`config.mk`:
```
export PLATFORM = sky130hd
export DESIGN_NAME = seg_dynamic_param_flat
export DESIGN_NICKNAME = d
export VERILOG_FILES = /design/src/rtl/seg_dynamic_param_if.sv /design/src/rtl/seg_dynamic_param.sv /design/src/flat_wrapper.sv
export SDC_FILE = /design/constraint.sdc
export NUM_CORES = 1
export LEC_CHECK = 0
export ABC_AREA = 1
export CAP_MARGIN = 15
export CORE_ASPECT_RATIO = 1.5
export CORE_MARGIN = 1.5
export CORE_UTILIZATION = 40
export CTS_CLUSTER_SIZE = 16
export DETAILED_ROUTE_END_ITERATION = 12
export GPL_TIMING_DRIVEN = 0
export PLACE_DENSITY = 0.66
export RECOVER_POWER = 100
export SETUP_SLACK_MARGIN = 0.15
export SLEW_MARGIN = 20
export SYNTH_ARGS = -nofsm -noshare
export SYNTH_HDL_FRONTEND = slang
export SYNTH_SLANG_ARGS = --single-unit
```
`constraint.sdc`:
```
create_clock -name sys_clk -period 1.85 [get_ports sys_clk]
set_input_delay 0.37 -clock sys_clk [delete_from_list [all_inputs] [get_ports sys_clk]]
set_output_delay 0.37 -clock sys_clk [all_outputs]
set_load 0.01 [all_outputs]
```
`src/rtl/seg_dynamic_param_if.sv`:
```
// Load/status bundle between the readout logic and seg_dynamic_param.
//   data     : unsigned magnitude to display
//   sign     : 1 = negative value
//   point    : decimal point per digit, bit0 = rightmost
//   load     : request a conversion (dropped while busy)
//   busy     : conversion in progress
//   overflow : committed frame is an overflow frame
interface seg_dynamic_param_if #(
    parameter int DIGITS = 6,
    parameter int DATA_W = 20
);
    logic [DATA_W-1:0] data;
    logic              sign;
    logic [DIGITS-1:0] point;
    logic              load;
    logic              busy;
    logic              overflow;

    modport master (output data, sign, point, load, input busy, overflow);
    modport slave  (input data, sign, point, load, output busy, overflow);
endinterface

```
`src/rtl/seg_dynamic_param.sv`:
```
// Multiplexed seven-segment driver: latches a signed magnitude and decimal
// points, converts to BCD with a shift-add-3 engine, builds a frame with
// leading-zero blanking, minus sign and overflow, then scans it out.
// Ports:
//   sys_clk  : system clock, rising edge
//   sys_rst  : synchronous active-high reset
//   bus      : load/status bundle (data, sign, point, load, busy, overflow)
//   seg_en   : 0 = display dark, scan keeps running
//   seg      : {dp,g,f,e,d,c,b,a} of the selected digit
//   sel      : one-hot digit select
//
// state   | meaning
// IDLE    | frame stable, waiting for load
// SHIFT   | one shift-add-3 iteration per cycle, DATA_W iterations
// COMMIT  | frame and overflow written from the finished BCD value
module seg_dynamic_param #(
    parameter int DIGITS      = 6,
    parameter int DATA_W      = 20,
    parameter int SCAN_DIV    = 50000,
    parameter bit SEG_ACT_LOW = 1'b1,
    parameter bit SEL_ACT_LOW = 1'b0
) (
    input  logic               sys_clk,
    input  logic               sys_rst,
    seg_dynamic_param_if.slave bus,
    input  logic               seg_en,
    output logic [7:0]         seg,
    output logic [DIGITS-1:0]  sel
);
    // ceil(DATA_W * log10(2)) decimal digits, never fewer than DIGITS
    localparam int ND_MIN = (DATA_W * 30103 + 99999) / 100000;
    localparam int ND     = (ND_MIN > DIGITS) ? ND_MIN : DIGITS;
    localparam int SH_W   = 4 * ND + DATA_W;
    localparam int CNT_W  = $clog2(SCAN_DIV);
    localparam int IDX_W  = $clog2(DIGITS);
    localparam int BIT_W  = $clog2(DATA_W + 1);

    localparam logic [1:0] ST_IDLE   = 2'd0;
    localparam logic [1:0] ST_SHIFT  = 2'd1;
    localparam logic [1:0] ST_COMMIT = 2'd2;

    localparam logic [3:0] SYM_MINUS = 4'd10;
    localparam logic [3:0] SYM_BLANK = 4'd15;

    localparam logic [7:0]        SEG_OFF = SEG_ACT_LOW ? 8'hFF : 8'h00;
    localparam logic [DIGITS-1:0] SEL_OFF = SEL_ACT_LOW ? {DIGITS{1'b1}} : {DIGITS{1'b0}};

    logic [1:0]              state;
    logic [BIT_W-1:0]        bit_cnt;
    logic [SH_W-1:0]         sh;           // {bcd, remaining binary bits}
    logic                    sign_r;
    logic [DIGITS-1:0]       point_r;
    logic                    busy_q;
    logic                    ovf_q;
    logic [DIGITS-1:0][3:0]  frame_sym;
    logic [DIGITS-1:0]       frame_dp;
    logic [CNT_W-1:0]        scan_cnt;
    logic [IDX_W-1:0]        idx;
    logic [7:0]              seg_q;
    logic [DIGITS-1:0]       sel_q;

    logic [SH_W-1:0]         sh_adj;
    logic [SH_W-1:0]         sh_next;
    logic                    hi_nz;
    logic                    nz_run;
    logic                    pt_run;
    logic [DIGITS-1:0]       vis;
    logic [DIGITS-1:0]       minus_pos;
    logic                    ovf_c;
    logic [DIGITS-1:0][3:0]  sym_c;
    logic [DIGITS-1:0]       dp_c;
    logic [7:0]              seg_c;
    logic [DIGITS-1:0]       sel_raw;

    function automatic logic [7:0] seg_encode(input logic [3:0] sym, input logic dp);
        logic [6:0] code;
        logic [7:0] low;
        case (sym)
            4'd0:    code = 7'b1000000;
            4'd1:    code = 7'b1111001;
            4'd2:    code = 7'b0100100;
            4'd3:    code = 7'b0110000;
            4'd4:    code = 7'b0011001;
            4'd5:    code = 7'b0010010;
            4'd6:    code = 7'b0000010;
            4'd7:    code = 7'b1111000;
            4'd8:    code = 7'b0000000;
            4'd9:    code = 7'b0010000;
            4'd10:   code = 7'b0111111;
            default: code = 7'b1111111;
        endcase
        low = {~dp, code};
        return SEG_ACT_LOW ? low : ~low;
    endfunction

    always_comb begin
        sh_adj = sh;
        for (int k = 0; k < ND; k++) begin
            if (sh[DATA_W + 4*k +: 4] >= 4'd5)
                sh_adj[DATA_W + 4*k +: 4] = sh[DATA_W + 4*k +: 4] + 4'd3;
        end
        sh_next = {sh_adj[SH_W-2:0], 1'b0};
    end

    // Visibility is a thermometer from digit 0 upward, so the minus sign
    // sits at the first hidden digit just above the visible run.
    always_comb begin
        hi_nz = 1'b0;
        for (int k = DIGITS; k < ND; k++)
            hi_nz = hi_nz | (sh[DATA_W + 4*k +: 4] != 4'd0);
        nz_run = hi_nz;
        pt_run = 1'b0;
        vis    = '0;
        for (int k = DIGITS - 1; k >= 0; k--) begin
            nz_run = nz_run | (sh[DATA_W + 4*k +: 4] != 4'd0);
            pt_run = pt_run | point_r[k];
            vis[k] = nz_run | pt_run | (k == 0);
        end
        minus_pos = {vis[DIGITS-2:0], 1'b0} & ~vis;
        ovf_c     = hi_nz | (sign_r & vis[DIGITS-1]);
        sym_c     = '0;
        dp_c      = '0;
        for (int k = 0; k < DIGITS; k++) begin
            if (ovf_c) begin
                sym_c[k] = SYM_MINUS;
            end else if (vis[k]) begin
                sym_c[k] = sh[DATA_W + 4*k +: 4];
                dp_c[k]  = point_r[k];
            end else if (sign_r && minus_pos[k]) begin
                sym_c[k] = SYM_MINUS;
            end else begin
                sym_c[k] = SYM_BLANK;
                dp_c[k]  = point_r[k];
            end
        end
    end

    always_ff @(posedge sys_clk) begin
        if (sys_rst) begin
            state     <= ST_IDLE;
            bit_cnt   <= '0;
            sh        <= '0;
            sign_r    <= 1'b0;
            point_r   <= '0;
            busy_q    <= 1'b0;
            ovf_q     <= 1'b0;
            frame_sym <= {DIGITS{SYM_BLANK}};
            frame_dp  <= '0;
        end else begin
            case (state)
                ST_IDLE: begin
                    if (bus.load) begin
                        sh      <= {{(4*ND){1'b0}}, bus.data};
                        sign_r  <= bus.sign;
                        point_r <= bus.point;
                        bit_cnt <= BIT_W'(DATA_W);
                        busy_q  <= 1'b1;
                        state   <= ST_SHIFT;
                    end
                end
                ST_SHIFT: begin
                    sh      <= sh_next;
                    bit_cnt <= bit_cnt - BIT_W'(1);
                    if (bit_cnt == BIT_W'(1))
                        state <= ST_COMMIT;
                end
                ST_COMMIT: begin
                    frame_sym <= sym_c;
                    frame_dp  <= dp_c;
                    ovf_q     <= ovf_c;
                    busy_q    <= 1'b0;
                    state     <= ST_IDLE;
                end
                default: begin
                    busy_q <= 1'b0;
                    state  <= ST_IDLE;
                end
            endcase
        end
    end

    always_ff @(posedge sys_clk) begin
        if (sys_rst) begin
            scan_cnt <= '0;
            idx      <= '0;
        end else if (scan_cnt == CNT_W'(SCAN_DIV - 1)) begin
            scan_cnt <= '0;
            idx      <= (idx == IDX_W'(DIGITS - 1)) ? '0 : idx + IDX_W'(1);
        end else begin
            scan_cnt <= scan_cnt + CNT_W'(1);
        end
    end

    always_comb begin
        seg_c   = seg_encode(frame_sym[idx], frame_dp[idx]);
        sel_raw = DIGITS'(1) << idx;
    end

    // seg and sel share one register stage so they always change together.
    always_ff @(posedge sys_clk) begin
        if (sys_rst) begin
            seg_q <= SEG_OFF;
            sel_q <= SEL_OFF;
        end else if (seg_en) begin
            seg_q <= seg_c;
            sel_q <= SEL_ACT_LOW ? ~sel_raw : sel_raw;
        end else begin
            seg_q <= SEG_OFF;
            sel_q <= SEL_OFF;
        end
    end

    assign bus.busy     = busy_q;
    assign bus.overflow = ovf_q;
    assign seg          = seg_q;
    assign sel          = sel_q;
endmodule

```
`src/flat_wrapper.sv`:
```
// flat-port wrapper written by rule: the top's interface ports become plain ports
module seg_dynamic_param_flat 
#(
    parameter int DIGITS      = 6,
    parameter int DATA_W      = 20,
    parameter int SCAN_DIV    = 50000,
    parameter bit SEG_ACT_LOW = 1'b1,
    parameter bit SEL_ACT_LOW = 1'b0
)
  (sys_clk, sys_rst, seg_en, seg, sel, bus_data, bus_sign, bus_point, bus_load, bus_busy, bus_overflow);
  seg_dynamic_param_if #(.DIGITS(DIGITS), .DATA_W(DATA_W)) bus_i ();
  input  logic sys_clk;
  input  logic sys_rst;
  input  logic seg_en;
  output logic [7:0] seg;
  output logic [DIGITS-1:0] sel;
  input wire logic [$bits(bus_i.data)-1:0] bus_data;
  input wire logic [$bits(bus_i.sign)-1:0] bus_sign;
  input wire logic [$bits(bus_i.point)-1:0] bus_point;
  input wire logic [$bits(bus_i.load)-1:0] bus_load;
  output wire logic [$bits(bus_i.busy)-1:0] bus_busy;
  output wire logic [$bits(bus_i.overflow)-1:0] bus_overflow;
  assign bus_i.data = bus_data;
  assign bus_i.sign = bus_sign;
  assign bus_i.point = bus_point;
  assign bus_i.load = bus_load;
  assign bus_busy = bus_i.busy;
  assign bus_overflow = bus_i.overflow;
  seg_dynamic_param #(.DIGITS(DIGITS), .DATA_W(DATA_W), .SCAN_DIV(SCAN_DIV), .SEG_ACT_LOW(SEG_ACT_LOW), .SEL_ACT_LOW(SEL_ACT_LOW)) u_core (.sys_clk(sys_clk), .sys_rst(sys_rst), .bus(bus_i), .seg_en(seg_en), .seg(seg), .sel(sel));
endmodule
```
==> results.sh <==
export IMPL_ff2ff_setup_slack_ps=170
export IMPL_fin_nets=960
export IMPL_drv_cap=0
export IMPL_vias=5667
export IMPL_ys_ff_latch=127
export IMPL_die_y_microns=153
export IMPL_area_growth_pct=27.3
export IMPL_htreeDepth=4
export IMPL_relSlewSlack_pct=62.6
export IMPL_die_w_microns=103
export IMPL_reg2reg_from="u_core.sh[44]"
export IMPL_clock_root_buffer="clkbuf_16"
export IMPL_timing_hold_ws_ps=450
export IMPL_fmax_mhz=594
export IMPL_hold_buffers=0
export IMPL_grt_use_met2_pct=38.0
export IMPL_worst_slack_ps=166
export IMPL_seqPwrFrac_pct=41.9
export IMPL_status="finished, final reports clean"
export IMPL_critPathMaxStageDelay_ps=340
export IMPL_dp_hpwl_microns=11400
export IMPL_ys_seq_area_share_pct=42.5
export IMPL_skew_ps=9.37
export IMPL_drive_gt1_share_pct=13.9
export IMPL_nFillCells=1425
export IMPL_cts_sinks=127
export IMPL_ioPinCount=47
export IMPL_reg2reg_depth=9
export IMPL_fin_setup_tns_ps=0
export IMPL_p_leak_nw=3.13
export IMPL_rsz0062_at_grt="yes"
export IMPL_drc_errors=0
export IMPL_synth_area_sq_mm=0.00598
export IMPL_cts_tree="built"
export IMPL_rows=54
export IMPL_worst_slew_pin_slew_ps=561
export IMPL_synth_main_ff_cell="dfxtp_1"
export IMPL_grt_antenna_before_repair=0
export IMPL_whs_path_depth=1
export IMPL_p_clk_share_pct=51.1
export IMPL_dieArea_sq_mm=0.0157
export IMPL_gp_congestion=0.889
export IMPL_clk_path_buf_depth=2
export IMPL_period_needed_ps=1680
export IMPL_drt_iter0_drc=188
export IMPL_worstHoldEndpoint="u_core.scan_cnt[0]"
export IMPL_drtPass1Iterations=5
export IMPL_slowest_stage="dfxtp_2"
export IMPL_fin_crit_sh_pct=91.0
export IMPL_insertion_delay_ps=420
export IMPL_port_buffers=46
export IMPL_viasPerCell=5.11
export IMPL_yosysUniqueCellTypes=41
export IMPL_slew_violations=0
export IMPL_avgSynthCellArea_sq_um=7.33
export IMPL_p_switching_w=0.00174
export IMPL_grt_max_degree=17
export IMPL_routedWlPerCell_microns=14.3
export IMPL_synth_fp_nets=875
export IMPL_async_reset_ff_share_pct=0
export IMPL_busiest_layer="met2"
export IMPL_rr_endpoint="u_core.frame_sym[4]"
export IMPL_synth_edf_count=0
export IMPL_grt_pass1_wl_microns=25200
export IMPL_crit_path_end_kind="register"
export IMPL_start_util_pct=41.0
export IMPL_clkTransAtPathRegs_ps=60
export IMPL_finalSetupViolCount=0
export IMPL_cts_buffers=17
export IMPL_grt_ovfl_total=0
export IMPL_netSwitchingFraction_pct=25.6
export IMPL_ir_drop_mv=0.481
export IMPL_internal_power_w=0.00506
export IMPL_critPathRequiredTime_ps=2210
export IMPL_grtUsageMet3_pct=3.81
export IMPL_hold_start="u_core.scan_cnt[0]"
export IMPL_ant_nets=0
export IMPL_critPathMaxFanout=5
export IMPL_track_usage_pct=20.3
export IMPL_grt_pass1_vias=5368
export IMPL_antenna_cells=0
export IMPL_hold_viol=0
export IMPL_synth_warnings=0
export IMPL_syn_inst=816
export IMPL_combinationalPowerShare_pct=7.0
export IMPL_cellPowerDensity_mw_per_mm2=893
export IMPL_synth_area_leaders="dfxtp_1, nand2_1, a21oi_1"
export IMPL_path_common_cell="nand2_1"
export IMPL_globalRouteMet1Util_pct=21.6
export IMPL_crit_chain="inv_2 -> ha_1 -> nand2_1 -> nor2_4 -> nand2_1 -> a21oi_4 -> buf_4 -> nand3_1 -> nand2_1"
export IMPL_wl_microns=15900
export IMPL_synthDominantCellAreaShare_pct=42.5
export IMPL_worstSetupPathType="reg -> reg"
export IMPL_design_core_area_sq_mm=0.0146
export IMPL_yosysTopAreaCell="dfxtp_1"
export IMPL_place_ws_ps=-443
export IMPL_cp_start_kind="register"
export IMPL_cp_arrival_ps=2040
export IMPL_min_path_type="reg -> reg"
==> layout make-up <==
class / count / area, sq um / share of cell area, %
Buffer: 25 / 131 / 1.72
Sequential cell: 127 / 2550 / 33.5
Inverter: 92 / 352 / 4.62
Tap cell: 196 / 245 / 3.22
Multi-Input combinational cell: 572 / 3100 / 40.8
Clock buffer: 18 / 439 / 5.77
Timing Repair Buffer: 66 / 622 / 8.16
Clock inverter: 14 / 170 / 2.23
==> per-stage QoR <==
stage               std cells  power (W)  util [%]  area, sq um
detailed placement       1058    0.00335      45.8         6690
global placement         1058    0.00335      45.8         6690
floorplan                 816    0.00317         -         5980
global route             1110    0.00702      52.2         7620
CTS                      1091    0.00681      50.3         7340
finish                   1110    0.00680      52.2         7620
==> sequential cells by signal (all words and copies together) (netlist names), 2 cells and up <==
| name | cells |
|---|---|
| u_core.sh | 48 |
| u_core.frame_sym | 24 |
| u_core.scan_cnt | 16 |
| u_core.seg | 8 |
| u_core.frame_dp | 6 |
| u_core.point_r | 6 |
| u_core.sel | 6 |
| u_core.bit_cnt | 5 |
| u_core.idx | 3 |
| u_core.state | 2 |
==> cells in the final DEF, fill, tap and decap left out, types with 6 or more instances in the layout <==
cell / n
nor2_1: 65
inv_2: 14
nand2_2: 8
o21ai_0: 59
clkbuf_1: 15
buf_4: 19
nor3_1: 6
xor2_1: 6
clkbuf_16: 18
nand3_1: 50
o211ai_1: 13
a31oi_1: 8
nor2_2: 7
inv_1: 75
nand4_1: 8
nor2_4: 6
o21ai_1: 6
dfxtp_1: 122
ha_1: 26
a22oi_1: 11
a21oi_1: 71
nand2_1: 179
clkdlybuf4s50_1: 43
o22ai_1: 6
==> repair_timing <==
action                                  CTS  global route
resized for setup                        18            61
setup buffers                             1            17
endpoints found under the setup margin   56            76
pin swaps                                 1            12
cloned                                    0             2
==> power by group through the flow <==
stage | Clock [W] | Sequential, W | Combinational (W)
finish | 0.00347 | 0.00285 | 0.000479
global route | 0.00363 | 0.00285 | 0.000535
CTS | 0.00351 | 0.00285 | 0.000455
detailed placement | 0 | 0.00291 | 0.000447
global placement | 0 | 0.00291 | 0.000443
floorplan | 0 | 0.00290 | 0.000274
==> worst max-delay path: cells and delay by family (launching register included) <==
| kind | cells | cell delay, ps |
|---|---|---|
| buffers and inverters | 2 | 280 |
| AND/OR/NAND/NOR | 5 | 570 |
| adder cells (fa/ha/maj) | 1 | 170 |
| flip-flops | 1 | 340 |
| AO/OA/AOI/OAI | 1 | 280 |
==> synth_stat cells, types with 2 or more instances <==
library cell / count
a21oi_1: 73
a22oi_1: 11
a31oi_1: 8
buf_2: 7
buf_6: 2
clkbuf_1: 15
clkinv_1: 2
dfxtp_1: 127
ha_1: 28
inv_1: 83
inv_2: 7
nand2_1: 188
nand2_2: 3
nand3_1: 54
nand3b_1: 3
nand4_1: 8
nor2_1: 73
nor2_2: 3
nor2_4: 2
nor3_1: 7
o211ai_1: 13
o21ai_0: 65
o22ai_1: 6
o32ai_1: 4
or2_2: 3
xor2_1: 6
==> per-layer routing <==
layer	share of wire [%]	vias up
met2	55	109
met5	0	-
met3	2.7	39
met1	39	2639
li1	-	2880
met4	3.5	0
==> worst max path at each step <==
stage | from | endpoint | slack, ps | cells past startpoint
6_report | u_core.sh[44] | u_core.frame_sym[4] | 170 | 9
5_1_grt | u_core.sh[44] | u_core.frame_dp[1] | 70 | 9
4_1_cts | u_core.sh[44] | u_core.frame_sym[8] | 130 | 10
3_5_place_dp | sys_rst | u_core.sh[37] | -440 | 7
3_3_place_gp | sys_rst | u_core.sh[29] | -450 | 7
2_1_floorplan | u_core.idx[2] | u_core.seg[5] | 200 | 10
==> kinds of logic after synthesis <==
logic type      share of synthesized area (%)
xor+xnor                                 1.02
buf+inv                                  7.74
compound gates                           17.6
flops                                    42.5
fa+ha+maj                                5.86
simple gates                             25.2
Power figures use the tool's default switching activity.
